`src/rtl/div_unit.sv`:
```
// Iterative restoring divider for DIV/DIVU: one quotient bit per cycle.
// The quotient goes to LO and the remainder to HI.
module div_unit #(
  parameter int WIDTH = 32
) (
  input  logic             clk,
  input  logic             reset,
  input  logic             start,
  input  logic             is_signed,
  input  logic [WIDTH-1:0] a,
  input  logic [WIDTH-1:0] b,
  output logic             busy,
  output logic             done,
  output logic [WIDTH-1:0] quotient,
  output logic [WIDTH-1:0] remainder,
  output logic             div_by_zero
);

  localparam int CW = (WIDTH > 1) ? $clog2(WIDTH) : 1;

  typedef enum logic [1:0] {
    IDLE = 2'd0,
    RUN  = 2'd1,
    DONE = 2'd2
  } state_t;

  state_t           state;
  logic [WIDTH-1:0] rem;
  logic [WIDTH-1:0] dvd;
  logic [WIDTH-1:0] dvs;
  logic [CW-1:0]    count;
  logic             sign_q;
  logic             sign_r;

  logic [WIDTH-1:0] a_mag;
  logic [WIDTH-1:0] b_mag;
  logic [WIDTH:0]   rem_sh;
  logic [WIDTH-1:0] diff;
  logic             fits;
  logic [WIDTH-1:0] rem_nxt;
  logic [WIDTH-1:0] dvd_nxt;
  logic [WIDTH-1:0] q_fin;
  logic [WIDTH-1:0] r_fin;

  // The most negative value negates to itself. Read as unsigned, that is
  // the correct magnitude.
  always_comb begin
    a_mag = (is_signed && a[WIDTH-1]) ? -a : a;
    b_mag = (is_signed && b[WIDTH-1]) ? -b : b;
  end

  // The shifted remainder needs WIDTH+1 bits so that the compare does not
  // overflow. When it fits, the difference is below the divisor, so the
  // low WIDTH bits of the subtraction are exact.
  always_comb begin
    rem_sh  = {rem, dvd[WIDTH-1]};
    fits    = (rem_sh >= {1'b0, dvs});
    diff    = rem_sh[WIDTH-1:0] - dvs;
    rem_nxt = fits ? diff : rem_sh[WIDTH-1:0];
    dvd_nxt = {dvd[WIDTH-2:0], fits};
    q_fin   = sign_q ? -dvd_nxt : dvd_nxt;
    r_fin   = sign_r ? -rem_nxt : rem_nxt;
  end

  always_ff @(posedge clk) begin
    if (reset) begin
      state       <= IDLE;
      rem         <= '0;
      dvd         <= '0;
      dvs         <= '0;
      count       <= '0;
      sign_q      <= 1'b0;
      sign_r      <= 1'b0;
      busy        <= 1'b0;
      done        <= 1'b0;
      quotient    <= '0;
      remainder   <= '0;
      div_by_zero <= 1'b0;
    end else begin
      case (state)
        IDLE: begin
          done <= 1'b0;
          busy <= 1'b0;
          if (start) begin
            sign_q <= is_signed & (a[WIDTH-1] ^ b[WIDTH-1]);
            sign_r <= is_signed & a[WIDTH-1];
            dvs    <= b_mag;
            busy   <= 1'b1;
            if (b == '0) begin
              // Divide by zero skips iteration and reports the raw dividend.
              quotient    <= '1;
              remainder   <= a;
              div_by_zero <= 1'b1;
              done        <= 1'b1;
              state       <= DONE;
            end else begin
              rem   <= '0;
              dvd   <= a_mag;
              count <= CW'(WIDTH - 1);
              state <= RUN;
            end
          end
        end
        RUN: begin
          rem <= rem_nxt;
          dvd <= dvd_nxt;
          if (count == '0) begin
            quotient    <= q_fin;
            remainder   <= r_fin;
            div_by_zero <= 1'b0;
            done        <= 1'b1;
            state       <= DONE;
          end else begin
            count <= count - 1'b1;
          end
        end
        DONE: begin
          done  <= 1'b0;
          busy  <= 1'b0;
          state <= IDLE;
        end
        default: begin
          done  <= 1'b0;
          busy  <= 1'b0;
          state <= IDLE;
        end
      endcase
    end
  end

endmodule
```
`config.mk`:
```
export PLATFORM = sky130hd
export DESIGN_NAME = div_unit
export DESIGN_NICKNAME = d
export VERILOG_FILES = /design/src/rtl/div_unit.sv
export SDC_FILE = /design/constraint.sdc
export NUM_CORES = 1
export LEC_CHECK = 0
export BUFFER_PORTS_ARGS = -buffer_cell sky130_fd_sc_hd__buf_4
export CAP_MARGIN = 25
export CORE_ASPECT_RATIO = 1.5
export CORE_UTILIZATION = 45
export CTS_CLUSTER_SIZE = 16
export DETAILED_ROUTE_END_ITERATION = 12
export PLACE_DENSITY = 0.61
export SYNTH_ARGS = -nofsm -noshare
export SYNTH_HDL_FRONTEND = slang
export SYNTH_SLANG_ARGS = --single-unit
```
`constraint.sdc`:
```
create_clock -name clk -period 11.35 [get_ports clk]
set_clock_uncertainty 0.15 [all_clocks]
set_input_delay 0.5675 -clock clk [delete_from_list [all_inputs] [get_ports clk]]
set_output_delay 0.5675 -clock clk [all_outputs]
set_load 0.05 [all_outputs]
```
== Word level (Yosys, flattened, before mapping) ==
Cells that the tools add are included.

* Bits in writable memories: 0
* Register bits: 172
* Logic and storage cells: 76
* Bits in read-only memories: 0
* Memories: 0
* Latch bits: 0

* Muxes and demuxes: 37
* Divide/modulo/power cells: 0
* Bitwise operators: 3
* Add/subtract/negate cells: 6
* Shifts and indexed selects: 0
* $mul: 0
* Magnitude comparators: 1
* Reductions and logical operators: 11
* Equal/unequal tests: 6

{| class="wikitable"
|+ Operators by type and width
! kind !! count
|-
| $mux 32 || 15
|-
| $pmux 32 s2 || 4
|-
| $neg 32->32 || 4
|-
| $ge 33x32->1 || 1
|-
| $logic_not 32->1 || 1
|-
| $sub 32x32->32 || 1
|-
| $mux 5 || 3
|-
| $ne 2x2->1 const B || 5
|-
| $pmux 5 s2 || 1
|-
| $reduce_and 4->1 || 2
|-
| $mux 1 || 7
|-
| $mux 2 || 3
|-
| $pmux 1 s2 || 3
|-
| $logic_not 5->1 || 1
|-
| $sub 5x1->5 const B || 1
|-
| $pmux 2 s2 || 1
|-
| $reduce_and 2->1 || 2
|-
| $reduce_and 3->1 || 1
|-
| $and 1x1->1 || 2
|-
| $eq 2x1->1 const B || 1
|-
| $logic_and 1x1->1 || 2
|-
| $logic_not 2->1 || 1
|-
| $reduce_bool 2->1 || 1
|-
| $xor 1x1->1 || 1
|}

== Logic depth before layout (Yosys ltp) ==
Gate-level depths: netlist of the first run.

* Word-level depth: 6
* Mapped depth: 22
* Depth with buffers taken out: 15

== Least setup slack after synthesis of the first run ==
Ideal clock, no wire load.

* Path kind: register -> register
* Start point: register dvs[1]
* End point: register remainder[14]
* Arrival: 4.170 ns
* Buffers on the path: 5
* Cell stages (with the launch flop): 20
* Data required time: 11.126 ns
* Slack: 6.956 ns
* Setup time: 0.074 ns
* Cells stage by stage: dfxtp_1 > inv_1 > ha_1 > nor2b_2 > o2111ai_2 > a211o_1 > a311o_1 > buf_6 > nand2_8 > buf_2 > buf_2 > buf_2 > mux2i_1 > ha_1 > clkbuf_1 > o2111ai_1 > o41ai_1 > xor2_1 > nand2_1 > a31oi_1

* Longest elaborated chain between the ends: 6
* Elaborated cells between the ends (all ways): 7

{| class="wikitable"
|+ Ends and longest elaborated chain
! element !! line !! text
|-
| start: declaration || 30 || <nowiki>logic [WIDTH-1:0] dvs;</nowiki>
|-
| start signal: assignment || 87 || <nowiki>dvs <= b_mag;</nowiki>
|-
| $sub 32x32->32 / $ge 33x32->1 (equally long branches) || 58, 57 ||
|-
| $mux 32 (*) || 59 || <nowiki>rem_nxt = fits ? diff : rem_sh[WIDTH-1:0];</nowiki>
|-
| $neg 32->32 || 62 || <nowiki>r_fin = sign_r ? -rem_nxt : rem_nxt;</nowiki>
|-
| $mux 32 (*) || 62 ||
|-
| $mux 32 (*) || 107 || <nowiki>if (count == '0) begin</nowiki>
|-
| $pmux 32 s2 (*) || 80 || <nowiki>case (state)</nowiki>
|-
| end signal: assignment || 109 || <nowiki>remainder <= r_fin;</nowiki>
|-
| end: declaration || 15 || <nowiki>output logic [WIDTH-1:0] remainder,</nowiki>
|}

Mark *: on every way between the ends. The rest lies on a longest branch, timed or not. The select of a mux whose other input is x is not followed.
A chain may end at the register's enable or synchronous reset.

== Worst setup path in the final report of the first run ==
* Start point: register rem[5]
* End point: register remainder[31]

* Longest elaborated chain between the ends: 6
* Elaborated cells between the ends (all ways): 7

{| class="wikitable"
|+ Ends and longest elaborated chain
! element !! line !! text
|-
| start: declaration || 28 || <nowiki>logic [WIDTH-1:0] rem;</nowiki>
|-
| start signal: assignment || 105 || <nowiki>rem <= rem_nxt;</nowiki>
|-
| $sub 32x32->32 / $ge 33x32->1 (equally long branches) || 58, 57 ||
|-
| $mux 32 (*) || 59 ||
|-
| $neg 32->32 || 62 ||
|-
| $mux 32 (*) || 62 ||
|-
| $mux 32 (*) || 107 ||
|-
| $pmux 32 s2 (*) || 80 ||
|}

Marked as above.

==> results of run 1 <==
## worst max-delay path, stage by stage, from the launching register on
cell      delay [ns]
dfxtp_1         0.37
ha_1            0.49
a21oi_2         0.16
o21ai_0         0.50
nand3_1         0.24
a311o_1         0.52
nand2_8         0.38
inv_4           0.23
nor4bb_1        0.70
a21oi_1         0.34
nor4_1          0.63
nor3b_1         0.29
nor3_1          0.07
## where the power goes
group / internal (µW) / total (µW) / switching (µW)
registers: 653 / 698 / 44.1
logic: 231 / 664 / 433
clock network: 359 / 614 / 256
total: 1240 / 1980 / 733
## per-layer routing
layer	GRT usage [%]	vias up	share of wire [%]
met3	3.555	49	3.9
li1	-	6051	-
met5	0	-	0
met2	49.27	301	52
met4	8.968	0	2.3
met1	31.65	5489	42
## logic make-up (layout without fill, tap and decap cells)
family,Yosys count,count (layout)
buf+inv,165,229
compound gates,492,492
mux,25,25
simple gates,614,614
flops,172,172
xor+xnor,121,121
fa+ha+maj,39,39
## area by class of cell
class,count,share of cell area [%]
clock buffer,22,3.346
clock inverter,10,1.001
inverter,51,1.398
multi-input combinational,1291,58.35
sequential,172,24.82
tap,337,3.040
timing repair buffer,146,8.045
## Yosys cell counts (17+ instances only)
| cell type | n | area [µm²] |
|---|---|---|
| nand3_1 | 32 | 160.2 |
| inv_1 | 50 | 187.7 |
| nor4_1 | 17 | 106.4 |
| o21ai_0 | 75 | 375.4 |
| a31oi_1 | 17 | 106.4 |
| a22oi_1 | 17 | 127.6 |
| xnor2_1 | 51 | 446.7 |
| nand2_1 | 123 | 461.7 |
| ha_1 | 38 | 475.5 |
| clkbuf_1 | 82 | 307.8 |
| nor3_1 | 34 | 170.2 |
| a311oi_1 | 17 | 148.9 |
| nor2_1 | 273 | 1025 |
| a21oi_1 | 128 | 640.6 |
| or3_1 | 18 | 112.6 |
| a211oi_1 | 100 | 750.7 |
| mux2i_1 | 20 | 200.2 |
| o31ai_1 | 24 | 180.2 |
| xor2_1 | 70 | 613.1 |
| a21o_1 | 17 | 127.6 |
| and3_1 | 18 | 112.6 |
| dfxtp_1 | 172 | 3443 |
## flip-flops by register name, indices dropped and copies added, names as in the netlist
register / flops
sign_r: 1
rem: 32
state: 2
busy: 1
quotient: 32
div_by_zero: 1
remainder: 32
count: 5
dvs: 32
sign_q: 1
done: 1
dvd: 32
## metrics by stage
step	total power (µW)	setup slack [ns]	cells	hold WS, ns	cell area (µm²)
after global placement	1362	6.264	1996	0.2909	13240
after floorplan	1187	6.956	1628	0.2819	12160
after detailed placement	1370	6.169	1996	0.3076	13240
after global routing	2087	5.774	2029	0.2265	13870
final	1976	6.143	2029	0.2425	13870
after CTS	1981	6.187	2028	0.2276	13840
## path summary, 6_finish.rpt
path,to,slack [ns],cells past startpoint
worst max register to register,remainder[31],6.14,12
worst min register to register,dvs[31],0.31,2
worst max-delay path,remainder[31],6.14,12
worst min-delay path,dvs[0],0.24,3
==> metrics, run 1 <==
Post-Synth Adder-Cell Area under 10%; htree depth 4; syn avg cell area 7.470 µm²; Critical Path Source Type flip-flop; die outline height 203.3 µm; RSZ-0062 raised after global routing no; largest net degree at the start of global routing 85; share of cells above drive strength 1 13.00%; Pre-antenna DRT Iters 5; Required @ worst endpoint 11.54 ns; sequential area share after synthesis 28.32%; fin crit period ~5.2 ns; Top-Level Pins 135; main combinational cell family by area after synthesis compound AO/OA/AOI/OAI gates; Netlist Area Pre-Place 12160 µm²; Die ar. 27700 µm²; CTS buffer count 17; Hold Crit Start b[0]; final setup vio count 0; first-pass GRT wire length approximately 59000 µm; status complete, no violations; Crit. End Element flip-flop; FF+latch count, synth 172; net count after synthesis 1735; Clock Sinks roughly 170; Power Density around 140 nW/µm²; library cells used by synthesis 87; Synth Area in Compound Gates 27.39%; Leak 0.005436 µW; MaxCap Viol Count 0; area of the multi-input gates 8094 µm²; GRT Total Usage a little over a quarter; gpl congestion 0.9147; Core Region roughly 26000 µm²; Crit Path Max Fanout 45; Clk Latency, worst-skew pair 0.45 ns; antenna diode instance count 0; Slew Limit Fails 0; final hold vios 0; Remaining DRCs 0; TritonCTS clock tree built; Detail Placement HPWL roughly 28000 µm; routed wire length around 36000 µm; worst slew pin tran 0.9429 ns; xor and xnor fraction of the mapped netlist area 8.715%; Synth Flop Type dfxtp_1; initial antenna violation count 0; vias in the first global route 11.22k; CP Launch Point rem[5]; NumNets Final 1786; R2R Path Start rem[5]; Mapped Cells 1628; mux contribution to synthesized area 2.109%; hold_buf cts 0; Tcrit/Tclk final 45.88%; yosys warns 0; Post-CTS Setup Repair Bufs 0; commonest cells after routing, fill and taps aside nor2_1, dfxtp_1, buf_4; clock buffer depth 2; input/output buffers 134; Worst slew margin 36.86%; crit path DAT 5.39 ns; DR WL/cell 17.91 µm; fmax 192.0 MHz; Detail Route Antenna Nets 0; area grow syn2layout 14.08%; Starting Density 45.91%; root buffer cell clkbuf_16; Final Util 52.37%; via/cell ratio 5.860; Post-CTS Resized 0; Row Count between 70 and 80; asr flop ratio synth 0%; Chip Width 136.2 µm; DR iter-0 viols 689; WS Path Type flip-flop to flip-flop; EDFF count, synth 0; Hold Path Class input port to flip-flop; register clock-pin slew on the reported worst setup and hold paths roughly 0.07 ns; Filler Cell Count 2707; peak supply drop 0.1007 mV; FF/Latch Area 3443 µm²; total gr overflow 0; Via Count 11.89k; simple-gate share of the synthesized area between 20% and 30%; commonest non-fill, non-tap cell in the layout nor2_1; setup tns final 0 ns
No activity file was read; power rests on OpenSTA's default activity.
==> run 2: changes to the inputs <==
--- a/config.mk
+++ b/config.mk
@@ -11,7 +11,7 @@
 export CORE_UTILIZATION = 45
 export CTS_CLUSTER_SIZE = 16
 export DETAILED_ROUTE_END_ITERATION = 12
-export PLACE_DENSITY = 0.61
+export PLACE_DENSITY = 0.63
 export SYNTH_ARGS = -nofsm -noshare
 export SYNTH_HDL_FRONTEND = slang
 export SYNTH_SLANG_ARGS = --single-unit
==> constraint.sdc (replaced) <==
create_clock -name clk -period 4.7 [get_ports clk]
set_clock_uncertainty 0.15 [all_clocks]
set_input_delay 0.235 -clock clk [delete_from_list [all_inputs] [get_ports clk]]
set_output_delay 0.235 -clock clk [all_outputs]
set_load 0.05 [all_outputs]
==> run 2 against run 1 <==
Power increased to 2.5 times the previous value. Count of clock-buffer cells in the layout increased by 1. Combinational power increased to 2.5 times the previous value. Critical path depth increased by 1. Non-clock buffer count increased by 65. Largest power group unchanged.
==> metrics, run 2 (synthesis gave the netlist of run 1 again) <==
Detail Route Antenna Nets 0 (unchanged); cells along the critical path inv_1, ha_1, o2111ai_2, a211o_1, a311o_1, nand2_8, mux2i_1, ha_1, o2111ai_1, o41ai_1, xor2_1, nand2_1, a31oi_1; commonest cells after routing, fill and taps aside nor2_1, dfxtp_1, buf_4; met2 global-route usage 49.76% (+0.49 points); Global Route met1 Usage 31.50% (-0.14 points); Required @ worst endpoint 4.92 ns (-6.62 ns); antenna diode instance count 0 (unchanged); Tcrit/Tclk final 93.62% (+48 points); largest net degree at the start of global routing 70 (-18%); Worst slew margin 33.00% (-3.9 points); share of cells above drive strength 1 13.57% (+0.57 points); clock buffer depth 2 (unchanged); Starting Density 45.91% (unchanged); peak supply drop 0.3314 mV (+230%); Crit Path Max Fanout 11 (-76%); R2R Path Start dvs[4]; Hold Path Class input port to flip-flop; routed wire length 37090 µm (+2.1%); TritonCTS clock tree built; Die ar. 27700 µm² (unchanged); GRT Total Usage 27.35% (+0.42 points); Detail Placement HPWL 28040 µm (+0.66%); Clk pwr share 32.4% (+1.3 points); GR peak layer met2; Crit. End Element flip-flop; Power Density 341.5 nW/µm² (+140%); Comb power frac 33.7% (about the same); CP peak stage delay 0.56 ns (-0.14 ns); Clock Sinks 172 (unchanged); input/output buffers 134 (unchanged); sequential group share of total power 33.9% (-1.4 points); die outline height 203.3 µm (unchanged); total gr overflow 0 (unchanged); first-pass GRT wire length 59420 µm (+1.1%); RSZ-0062 raised after global routing no; area of the multi-input gates 8088 µm² (about the same); GRT met3 Usage 3.903% (+0.35 points); final setup vio count 0 (unchanged); MaxCap Viol Count 0 (unchanged); Top-Level Pins 135 (unchanged); Clk Latency, worst-skew pair 0.45 ns (about the same); WS Path Type flip-flop to flip-flop; CP dominant cell by count ha_1; NumNets Final 1851 (+3.6%); Slew Limit Fails 0 (unchanged); via/cell ratio 5.865 (about the same); gpl congestion 0.9541 (+4.3%); register clock-pin slew on the reported worst setup and hold paths 0.06 ns (about the same); Leak 0.005743 µW (+5.6%); Switching Share 35.63% (-1.5 points); Via Count 12.26k (+3.1%); Hold Crit Start b[8]; top cell family by delay on the critical path compound AO/OA/AOI/OAI gates; commonest non-fill, non-tap cell in the layout nor2_1; setup tns final 0 ns (unchanged); fin worst setup slack 0.3001 ns (-5.843 ns); CTS buffer count 17 (unchanged); crit path DAT 4.62 ns (-0.77 ns); Core Region 26490 µm² (unchanged); Buf/Inv on CP 1 (unchanged); DR WL/cell 17.74 µm (-0.93%); DR iter-0 viols 636 (-7.7%); CP Launch Point dvs[4]; area grow syn2layout 19.60%; Filler Cell Count 2606 (-3.7%); Row Count 73 (unchanged); htree depth 4 (unchanged); root buffer cell clkbuf_16; Pre-antenna DRT Iters 7 (+2); worst slew pin tran 1.004 ns (+0.06074 ns); vias in the first global route 11.44k (+2.0%); final hold vios 0 (unchanged); Remaining DRCs 0 (unchanged); Place WS 0.3557 ns (-5.813 ns); CP max stage cell o41ai_1; fmax 227.3 MHz (+18%); status complete, no violations; P_sw 1770 µW (+140%); initial antenna violation count 0 (unchanged); fin crit period 4.400 ns (-0.8075 ns); Int Pwr 3197 µW (+160%); Critical Path Source Type flip-flop; FF/Latch Area 3443 µm² (unchanged); Final Util 54.91% (+2.5 points); Chip Width 136.2 µm (unchanged)
## run 2: cell count changes in the layout (fill, tap and decap cells not counted), sizes merged
cell and change:
clkinvlp +1, dlygate4sd3 +45, buf +20, bufinv +2, clkinv -6, clkbuf +1
inv -1
## run 2: cell type report
class,count,area share [%]
well taps,337,2.899
flip-flops and latches,172,23.68
multi-input cells,1291,55.61
inverters,51,1.333
clock inverters,6,1.084
clock buffers,23,3.424
repair buffers,211,11.98
## run 2: metrics by stage
step                      area, µm²  hold slack (ns)  power (µW)  instances
after global placement        13410           0.2934        3328       2016
after global routing          14540          0.01823        5240       2091
final                         14540          0.01666        4967       2091
after floorplan               12160           0.2210        2867       1628
after CTS                     14520        0.0003078        4978       2090
after detailed placement      13410           0.3063        3346       2016
## run 2: tightest hold or removal path: stages
cell and delay [ns]:
buf_4 0.11, xor2_1 0.15, a211oi_1 0.08
## run 2: per-layer routing
| layer | share of wire (%) | vias to the layer above |
|---|---|---|
| li1 | - | 6171 |
| met1 | 41 | 5653 |
| met4 | 3.0 | 0 |
| met2 | 52 | 371 |
| met5 | 0 | - |
| met3 | 4.2 | 68 |
## run 2: power groups by stage
stage	registers, µW	clock network [µW]	logic, µW
after floorplan	1830	0	1040
after global placement	1720	0	1610
after detailed placement	1720	0	1630
after CTS	1690	1630	1660
after global routing	1700	1700	1840
final	1690	1610	1670
## run 2: repair_timing
action                     in CTS  in global routing
hold endpoints to repair       43                  0
hold buffers                   45                  0
setup endpoints to repair       0                  6
buffers inserted                0                  0
gates resized for setup         0                  1
## run 2: worst paths after layout
| kind | end | slack [ns] | depth (start not counted) |
|---|---|---|---|
| max | remainder[14] | 0.30 | 13 |
| min | dvs[8] | 0.02 | 3 |
| min reg2reg | dvs[31] | 0.31 | 2 |
| max reg2reg | remainder[14] | 0.30 | 13 |
==> run 3: changes to the inputs <==
--- a/config.mk
+++ b/config.mk
@@ -8,10 +8,11 @@
 export BUFFER_PORTS_ARGS = -buffer_cell sky130_fd_sc_hd__buf_4
 export CAP_MARGIN = 25
 export CORE_ASPECT_RATIO = 1.5
+export CORE_MARGIN = 2
 export CORE_UTILIZATION = 45
 export CTS_CLUSTER_SIZE = 16
 export DETAILED_ROUTE_END_ITERATION = 12
-export PLACE_DENSITY = 0.63
+export PLACE_DENSITY = 0.72
 export SYNTH_ARGS = -nofsm -noshare
 export SYNTH_HDL_FRONTEND = slang
 export SYNTH_SLANG_ARGS = --single-unit
==> run 3 against run 2 <==
Die area rose by 2.5%. Critical path type unchanged. Highest routed layer unchanged. Count of clock-buffer cells in the layout down 3. First-iteration DRC count rose by 28%. Largest power group unchanged. Via count grew 0.66%.
==> metrics, run 3 (synthesis gave the netlist of run 1 again) <==
status complete, no violations; Critical Path Source Type flip-flop; RSZ-0062 raised after global routing no; Core Region 26580 µm² (+0.34%); Chip Width 138.2 µm (+1.5%); crit path DAT 4.63 ns (about the same); DP Area 13410 µm² (unchanged); total gr overflow 0 (unchanged); Starting Density 45.75% (-0.16 points); flop2flop setup slack 0.29 ns (about the same); MaxCap Viol Count 0 (unchanged); share of cells above drive strength 1 13.72% (+0.15 points); routed wire length 36790 µm (-0.82%); first-pass GRT wire length 59370 µm (about the same); fin crit period 4.410 ns (+0.009933 ns); worst slew pin tran 1.042 ns (+0.03845 ns); die outline height 205.3 µm (+0.98%); Worst slew margin 30.43% (-2.6 points); TritonCTS clock tree built; commonest cells after routing, fill and taps aside nor2_1, dfxtp_1, buf_4; final hold vios 0 (unchanged); met1 wire length 15170 µm (+0.21%); GRT Total Usage 25.48% (-1.9 points); Design Area, Final 14430 µm² (-0.81%); vias in the first global route 11.78k (+2.9%); Power Density 337.0 nW/µm² (-1.3%); setup tns final 0 ns (unchanged); htree depth 4 (unchanged); WL met3 1604 µm (+1.9%); Die ar. 28380 µm² (+2.5%); CP max stage cell ha_1; Crit. End Element flip-flop; Tcrit/Tclk final 93.83% (+0.21 points); via/cell ratio 5.918 (+0.90%); Top-Level Pins 135 (unchanged); CTS buffer count 17 (unchanged); CP peak stage delay 0.58 ns (+0.02 ns); FF/Latch Area 3443 µm² (unchanged); initial antenna violation count 0 (unchanged); Clk Latency, worst-skew pair 0.44 ns (about the same); Detail Placement HPWL 27990 µm (-0.17%); Crit Path Max Fanout 13 (+2); antenna diode instance count 0 (unchanged); Clock Sinks 172 (unchanged); top cell family by delay on the critical path compound AO/OA/AOI/OAI gates; area grow syn2layout 18.63%; input/output buffers 134 (unchanged); Leak 0.005692 µW (-0.88%); gpl congestion 0.9304 (-2.5%); largest net degree at the start of global routing 71 (+1.4%); R2R cell count 12 (-1); Remaining DRCs 0 (unchanged); R2R Path Start rem[3]; Buf/Inv on CP 0 (-1); top sig layer met4; Detail Route Antenna Nets 0 (unchanged); Pre-antenna DRT Iters 7 (unchanged); WS Path Type flip-flop to flip-flop; fmax 226.8 MHz (-0.22%); root buffer cell clkbuf_16; register clock-pin slew on the reported worst setup and hold paths 0.07 ns (about the same); Filler Cell Count 2568 (-1.5%); CP dominant cell by count ha_1; Hold Path Class input port to flip-flop; Post-CTS Setup Repair Bufs 0 (unchanged); Via Count 12.34k (+0.66%); final setup vio count 0 (unchanged); area of the multi-input gates 8083 µm² (about the same); WHS Path Cells 3 (unchanged); cells along the critical path ha_1, o2111ai_2, a211o_1, a311o_1, nand2_8, mux2i_1, ha_1, o2111ai_1, o41ai_1, xor2_1, nand2_1, a31oi_1; DR iter-0 viols 814 (+28%); DR WL/cell 17.64 µm (-0.59%); r2r endpoint remainder[14]; Hold Crit Start a[0]; Required @ worst endpoint 4.92 ns (about the same); clock buffer depth 2 (unchanged); Row Count 73 (unchanged); commonest non-fill, non-tap cell in the layout nor2_1; Routed met2 length 18780 µm (-2.5%); Slew Limit Fails 0 (unchanged); NumNets Final 1843 (-0.43%); hold-critical path endpoint remainder[0]; peak supply drop 0.2906 mV (-12%)
==> run 3: cell count changes in the layout (fill, tap and decap cells not counted), sizes merged <==
cell	delta
buf	-2
bufinv	-2
clkbuf	-3
clkinv	+4
clkinvlp	+1
dlygate4sd3	-6
inv	+3
==> run 3: power by group <==
group | total (µW) | switching (µW) | internal [µW]
Clock | 1520 | 636 | 884
Sequential | 1690 | 107 | 1580
Combinational | 1660 | 1060 | 599
==> run 3: per-layer routing <==
layer  GRT usage [%]  up-vias
met2           47.63      394
met1           29.13     5710
li1                -     6159
met4           10.90        0
met3           3.095       81
met5               0        -
==> run 3: cell type report <==
class | count | share of cell area, %
Inverter | 51 | 1.344
Timing Repair Buffer | 203 | 11.50
Clock buffer | 20 | 3.235
Clock inverter | 12 | 1.101
Sequential cell | 172 | 23.87
Tap cell | 337 | 2.923
Multi-Input combinational cell | 1291 | 56.03
==> run 3: worst max-delay path by stage <==
stage	from	end	slack (ns)	cells past startpoint
2_1_floorplan	dvs[1]	remainder[14]	0.31	19
3_3_place_gp	dvs[4]	remainder[29]	0.50	12
3_5_place_dp	dvs[4]	remainder[18]	0.34	12
4_1_cts	dvs[4]	remainder[18]	0.33	12
5_1_grt	rem[6]	remainder[18]	0.02	12
6_report	rem[3]	remainder[14]	0.29	12
==> run 3: worst reg2reg max path: cells and delay by family, from the launching register on <==
family,cells,cell delay (ns)
multiplexers,1,0.32
XOR/XNOR,1,0.19
flip-flops,1,0.35
AND/OR/NAND/NOR,2,0.29
adder cells (fa/ha/maj),2,0.92
AO/OA/AOI/OAI,6,2.11
==> run 3: stage by stage <==
stage	util (%)	instances	total power (µW)	setup slack [ns]	hold slack, ns
global placement	50.45	2015	3302	0.4991	0.2937
global route	54.28	2086	5116	0.01777	0.01299
CTS	54.28	2086	4867	0.3258	0.001566
finish	54.28	2086	4862	0.2902	0.01034
floorplan	-	1628	2867	0.3059	0.2210
detailed placement	50.45	2015	3328	0.3372	0.3039
==> run 3: repair_timing <==
item | 4_1_cts | 5_1_grt
resized for setup | 0 | 0
endpoints found under the hold margin | 38 | 0
setup endpoints to repair | 0 | 0
hold buffers | 39 | 0
